## config.mk

```make
export PLATFORM = sky130hd
export DESIGN_NAME = count8_pwm
export DESIGN_NICKNAME = d
export VERILOG_FILES = /design/src/rtl/count8_pkg.sv /design/src/rtl/count8_wrapdet.sv /design/src/rtl/count8_pwm.sv
export SDC_FILE = /design/constraint.sdc
export NUM_CORES = 1
export LEC_CHECK = 0
export CAP_MARGIN = 10
export CORE_ASPECT_RATIO = 0.9
export CORE_UTILIZATION = 30
export CTS_CLUSTER_DIAMETER = 150
export DETAILED_ROUTE_END_ITERATION = 16
export MAX_ROUTING_LAYER = met4
export SLEW_MARGIN = 0
export SYNTH_ARGS = -nofsm -noshare
export SYNTH_HDL_FRONTEND = slang
export SYNTH_SLANG_ARGS = --single-unit
```

## constraint.sdc

```tcl
create_clock -name clk -period 2.7 [get_ports clk]
set_input_delay 0.27 -clock clk [delete_from_list [all_inputs] [get_ports clk]]
set_output_delay 0.27 -clock clk [all_outputs]
set_load 0.005 [all_outputs]
```

## src/rtl/count8_pkg.sv

```systemverilog
// Shared types and constants for the count8 PWM slice.
// Write-path state encoding plus the nominal counter width and terminal value.
package count8_pkg;

   localparam int              CNT_W   = 8;
   localparam logic [CNT_W-1:0] CNT_MAX = 8'hFF;

   typedef enum logic {
      ST_IDLE = 1'b0,
      ST_PEND = 1'b1
   } wr_state_e;

endpackage

```

## src/rtl/count8_wrapdet.sv

```systemverilog
// Remembers the previous counter sample and flags a true wrap (all-ones -> 0)
// and any change of the counter value since the previous edge.
module count8_wrapdet
   import count8_pkg::*;
#(
   parameter int W = CNT_W
) (
   input  logic         clk,
   input  logic         res,
   input  logic [W-1:0] cnt_i,
   output logic [W-1:0] cnt_q_o,
   output logic         wrap_o,
   output logic         chg_o
);

   logic [W-1:0] cnt_q;

   always_ff @(posedge clk or posedge res) begin
      if (res) begin
         cnt_q <= '0;
      end else begin
         cnt_q <= cnt_i;
      end
   end

   // A load to zero from any value other than all-ones is not a wrap.
   assign wrap_o  = (cnt_q == {W{1'b1}}) && (cnt_i == '0);
   assign chg_o   = (cnt_i != cnt_q);
   assign cnt_q_o = cnt_q;

endmodule

```

## src/rtl/count8_pwm.sv

```systemverilog
// PWM generator driven by an external free-running counter. Duty writes are
// double-buffered and only take effect on a genuine counter wrap.
module count8_pwm
   import count8_pkg::*;
#(
   parameter int W = CNT_W
) (
   input  logic         clk,
   input  logic         res,
   input  logic [W-1:0] CNT,
   input  logic         pwm_en,
   input  logic         duty_wr,
   input  logic [W-1:0] duty_in,
   output logic         duty_rdy,
   output logic [W-1:0] duty_act,
   output logic         pwm_out,
   output logic         match,
   output logic         wrap
);

   // Handshake: a write transfers on a rising edge where duty_wr && duty_rdy.
   // duty_rdy does not depend on duty_wr; duty_wr while not ready is dropped.

   wr_state_e    state_q, state_d;
   logic [W-1:0] shadow_q, shadow_d;
   logic [W-1:0] duty_act_q, duty_act_d;
   logic         pwm_q, pwm_d;
   logic         match_q, match_d;
   logic         wrap_q, wrap_d;

   logic [W-1:0] cnt_prev;
   logic         wrap_s;
   logic         chg_s;

   count8_wrapdet #(.W(W)) u_wrapdet (
      .clk     (clk),
      .res     (res),
      .cnt_i   (CNT),
      .cnt_q_o (cnt_prev),
      .wrap_o  (wrap_s),
      .chg_o   (chg_s)
   );

   always_comb begin
      state_d    = state_q;
      shadow_d   = shadow_q;
      duty_act_d = duty_act_q;
      duty_rdy   = 1'b0;
      unique case (state_q)
         ST_IDLE: begin
            duty_rdy = 1'b1;
            if (duty_wr) begin
               shadow_d = duty_in;
               state_d  = ST_PEND;
            end
         end
         ST_PEND: begin
            if (wrap_s) begin
               duty_act_d = shadow_q;
               state_d    = ST_IDLE;
            end
         end
         default: state_d = ST_IDLE;
      endcase

      // Outputs use the duty in effect after this edge so a new duty
      // already governs the count-zero cycle.
      pwm_d   = pwm_en && (CNT < duty_act_d);
      match_d = (CNT == duty_act_d) && chg_s;
      wrap_d  = wrap_s;
   end

   always_ff @(posedge clk or posedge res) begin
      if (res) begin
         state_q    <= ST_IDLE;
         shadow_q   <= '0;
         duty_act_q <= '0;
         pwm_q      <= 1'b0;
         match_q    <= 1'b0;
         wrap_q     <= 1'b0;
      end else begin
         state_q    <= state_d;
         shadow_q   <= shadow_d;
         duty_act_q <= duty_act_d;
         pwm_q      <= pwm_d;
         match_q    <= match_d;
         wrap_q     <= wrap_d;
      end
   end

   assign duty_act = duty_act_q;
   assign pwm_out  = pwm_q;
   assign match    = match_q;
   assign wrap     = wrap_q;

endmodule

```

# After elaboration in Yosys (flattened, before gate mapping)
# Cells that the tools add are included.
# totals
ff_bits	28
in_bits	20
output_inout_bits	12
word_cells	23
# classes
magnitude_cmp	1
n_eq_ne	3
muxes	6
n_bitwise	1
n_reduce_logical	5
# ops
cell	n
$mux W8	2
$eq A8 B8 Y1	1
$eq A8 B8 Y1 const B	1
$logic_not A8 Y1	1
$lt A8 B8 Y1	1
$ne A8 B8 Y1	1
$logic_and A1 B1 Y1	3
$mux W1	3
$pmux W1 S2	1
$reduce_and A2 Y1	1
$not A1 Y1	1

# Depth between registers and ports, before layout
# logic_depth
word_depth	6
mapped_depth	10
mapped_depth_nobuf	9

# Modules after synthesis
# Synthesis repeated with hierarchy kept, for this count alone.
# hier_totals
cells_unflattened	95
area_unflattened_um2	1268.7
# modules_own_cells
mod	n_inst	cells_per_inst	area_per_inst_um2	seq_area_each_um2
count8_pwm	1	70	919.6	500.5
count8_wrapdet	1	25	349.1	200.2

# Worst setup path before layout
# OpenSTA, ideal clock, no wires.
# synth_timing
path_kind	input to register
startpoint	input port CNT[5]
endpoint	register pwm_q, in the netlist pwm_out
setup_ns	0.068
arrival_ns	2.253
required_time_ns	2.632
path_slack_ns	0.379
cell_stages	10
path_buffers	1
path_cell_list	or4b_4 -> nor4_4 -> nand2_4 -> buf_6 -> mux2i_1 -> ha_1 -> a21oi_1 -> nor2b_1 -> a41oi_1 -> and4b_1
# synth_via
elab_chain_len	6
# synth_lines
element	line_no	source
start: declaration	count8_pwm.sv:10	input logic [W-1:0] CNT,
$logic_not A8 Y1	count8_wrapdet.sv:27	assign wrap_o = (cnt_q == {W{1'b1}}) && (cnt_i == '0);
$logic_and A1 B1 Y1	count8_wrapdet.sv:27	
$mux W8	count8_pwm.sv:58	if (wrap_s) begin
$mux W8	count8_pwm.sv:49	unique case (state_q)
$lt A8 B8 Y1 *	count8_pwm.sv:68	pwm_d = pwm_en && (CNT < duty_act_d);
$logic_and A1 B1 Y1 *	count8_pwm.sv:68	
via pwm_d	count8_pwm.sv:27	logic pwm_q, pwm_d;
end signal: assignment	count8_pwm.sv:85	pwm_q <= pwm_d;
end: declaration	count8_pwm.sv:27	
# The timed path passes the listed nets; every way through them passes the cells marked *.
# A chain may end at the register's enable or synchronous reset.

# Worst setup path in the final report
# Ends and elaborated chain as after synthesis.

==> results.json <==
{
  "dpl-instance-area_um2": 1820,
  "worstPathArrival_ps": 2750,
  "fin_worst_skew_ps": 2.28,
  "cts_sinks": 28,
  "r2r_cells": 8,
  "fp.dieH_um": 65.3,
  "grt_usage_pct": 12.8,
  "fin_cells": 203,
  "internal_power_mw": 0.600,
  "hold_viol": 0,
  "r2r_slack_ps": 130,
  "setup_violations": 0,
  "synthArstFlopShare_pct": 100,
  "vias": 920,
  "dp.cells": 199,
  "total_leakage_power_nw": 0.917,
  "num_antenna_cells": 0,
  "startpoint_type": "primary input",
  "wl_per_cell_um": 13.9,
  "worstReg2RegEnd": "pwm_out$_DFF_PP0_",
  "fp.dieW_um": 72.4,
  "port_buffers": 31,
  "design_area_um2": 1910,
  "synth_seq_area_share_pct": 52.4,
  "root_buffer": "clkbuf_8",
  "layout_min_cycle_time_ps": 2590,
  "ir_drop_uv": 223,
  "finalMaxSlewViolations": 0,
  "worstHoldEndpoint": "u_wrapdet.cnt_q_o[2]$_DFF_PP0_",
  "reg2reg_from": "u_wrapdet.cnt_q_o[1]$_DFF_PP0_",
  "netSwitchingFraction_pct": 22.6,
  "worst_pin_slew_ps": 535,
  "drc_errors": 0,
  "grt_pass1_vias": 972,
  "synth_nets": 123,
  "die-area_um2": 4730,
  "dp_slack_ps": -377,
  "post_cts.repair.setup_buffers": 0,
  "holdBufCountCts": 0,
  "firstDrtPassIters": 2,
  "synth_ff_type": "dfrtp_1",
  "synth-edff-count": 0,
  "cp_top_family": "simple AND/OR/NAND/NOR gates",
  "ys_warn_count": 0,
  "via_per_inst": 4.53,
  "postSynthAreaPerCell_um2": 14.1,
  "slew_headroom_pct": 64.0,
  "tns_ps": 0,
  "gp_congestion": 0.809,
  "crit_required_ps": 2860,
  "p_comb_share_pct": 12.9,
  "grt_pass1_wl_um": 4490,
  "grt_max_degree": 29,
  "seqPwrFrac_pct": 58.8,
  "grt-ovfl-total": 0,
  "grt_antenna_before_repair": 0,
  "pwr-share-clk_pct": 28.3,
  "hold_class": "primary input to flop",
  "finalWirelength_um": 2810,
  "start_util_pct": 32.0,
  "synth.distinct_cells": 25,
  "status": "complete, no violations",
  "hold_depth": 2,
  "cp_num_buf_inv": 1,
  "num_rows": 22,
  "clk_pin_slew_ps": 90,
  "max_stage_delay_ps": 550,
  "numCtsBuffers": 3,
  "most-common-layout-cells": "dfrtp_1 (28), clkdlybuf4s50_1 (27), buf_4 (15), mux2_2 (14)",
  "area_growth_pct": 42.7,
  "net-switching-power_mw": 0.175,
  "drtIter0Drc": 20,
  "crit_type": "primary input to flop",
  "drive_gt1_share_pct": 29.4,
  "setup_slack_ps": 108,
  "clock_latency_ps": 270,
  "fin_nets": 173,
  "clock_path_buffers": 2,
  "powerDensity_nw_per_um2": 406,
  "holdCritStartpoint": "CNT[2]",
  "syn_inst": 95,
  "critPathSlowestCell": "or4b_4",
  "min_period_over_period_pct": 96.0,
  "mostFrequentLayoutCell": "dfrtp_1",
  "cts_tree": "done",
  "pin_count": 32,
  "fmax_ghz": 0.386,
  "drtAntennaViolNets": 0,
  "htreeDepth": 1,
  "crit_chain": "clkdlybuf4s50_1, or4b_4, nor4_4, nand2_4, mux2i_2, ha_1, nand4_1, o21bai_1, and4b_1",
  "max-cap-violations": 0,
  "coreArea_um2": 4180,
  "path_max_fanout": 7,
  "dp_hpwl_um": 2180,
  "synthesis.area_um2": 1340,
  "setup.worst_path.end_class": "flop",
  "synth_seq_cells": 28
}
cell usage after synthesis (all sizes together) (2+ instances only):
cell    count  area (µm²)
mux2i       7        70.1
nor2b       2        12.5
a21oi       2        10.0
ha          8         100
xor2        8        70.1
inv         5        18.8
dfrtp      28         701
or4b        2        23.8
nor4        4        40.0
nand4b      2        17.5
mux2       16         188
cell type report:
cell class              count  area [µm²]
fillers                   409        2280
flip-flops and latches     28         701
multi-input cells          61         639
repair buffers             46         433
well taps                  60        75.1
clock buffers               3        41.3
inverters                   5        18.8
power by group through the flow:
stage	combinational (mW)	sequential (mW)	clock, mW
2_1_floorplan	0.0424	0.459	0
3_3_place_gp	0.0952	0.463	0
3_5_place_dp	0.0979	0.464	0
4_1_cts	0.0997	0.455	0.229
5_1_grt	0.110	0.458	0.255
6_report	0.0998	0.456	0.219
cells by family (layout without fill, tap and decap cells):
logic type / count (synthesis) / count (layout) / share of synthesized area (%)
and+or+nand+nor: 14 / 15 / 9.45
AOI/OAI and AO/OA: 7 / 7 / 3.65
xor gates and xnor gates: 8 / 8 / 5.24
buffers and inverters: 7 / 54 / 2.53
DFF: 28 / 28 / 52.4
adders and majority gates: 8 / 8 / 7.48
muxes: 23 / 23 / 19.3
registers in the layout (all words and copies together) (netlist names):
name,count
shadow_q,8
state_q,1
wrap,1
duty_act,8
match,1
u_wrapdet.cnt_q_o,8
pwm_out,1
per-stage QoR:
stage                     total power, mW  util, %  hold slack [ps]
after global placement              0.558     43.5              498
after detailed placement            0.562     43.5              510
after CTS                           0.784     44.6              366
final                               0.774     45.6              269
after global routing                0.823     45.6              263
after floorplan                     0.501        -              301
layer usage:
layer / track usage (%) / vias to the layer above / part of all wire (%)
li1: - / 449 / -
met1: 16.4 / 449 / 46
met2: 21.3 / 22 / 49
met3: 3.37 / 0 / 4.7
met4: 0.735 / 0 / 0
met5: - / - / 0
repair_timing:
item	CTS	global route
gates cloned	0	1
hold endpoints to repair	0	0
resized for setup	2	8
pin swaps	0	6
endpoints found under the setup margin	1	2
how the worst max path moves through the flow:
stage,cells past startpoint,slack [ps],from,to
finish,9,110,CNT[5],pwm_out$_DFF_PP0_
detailed placement,8,-380,CNT[5],match$_DFF_PP0_
CTS,8,100,CNT[5],match$_DFF_PP0_
global route,9,-20,CNT[5],pwm_out$_DFF_PP0_
global placement,8,-310,CNT[2],match$_DFF_PP0_
floorplan,10,380,CNT[5],pwm_out$_DFF_PP0_
(Power assumes the default switching activity.)
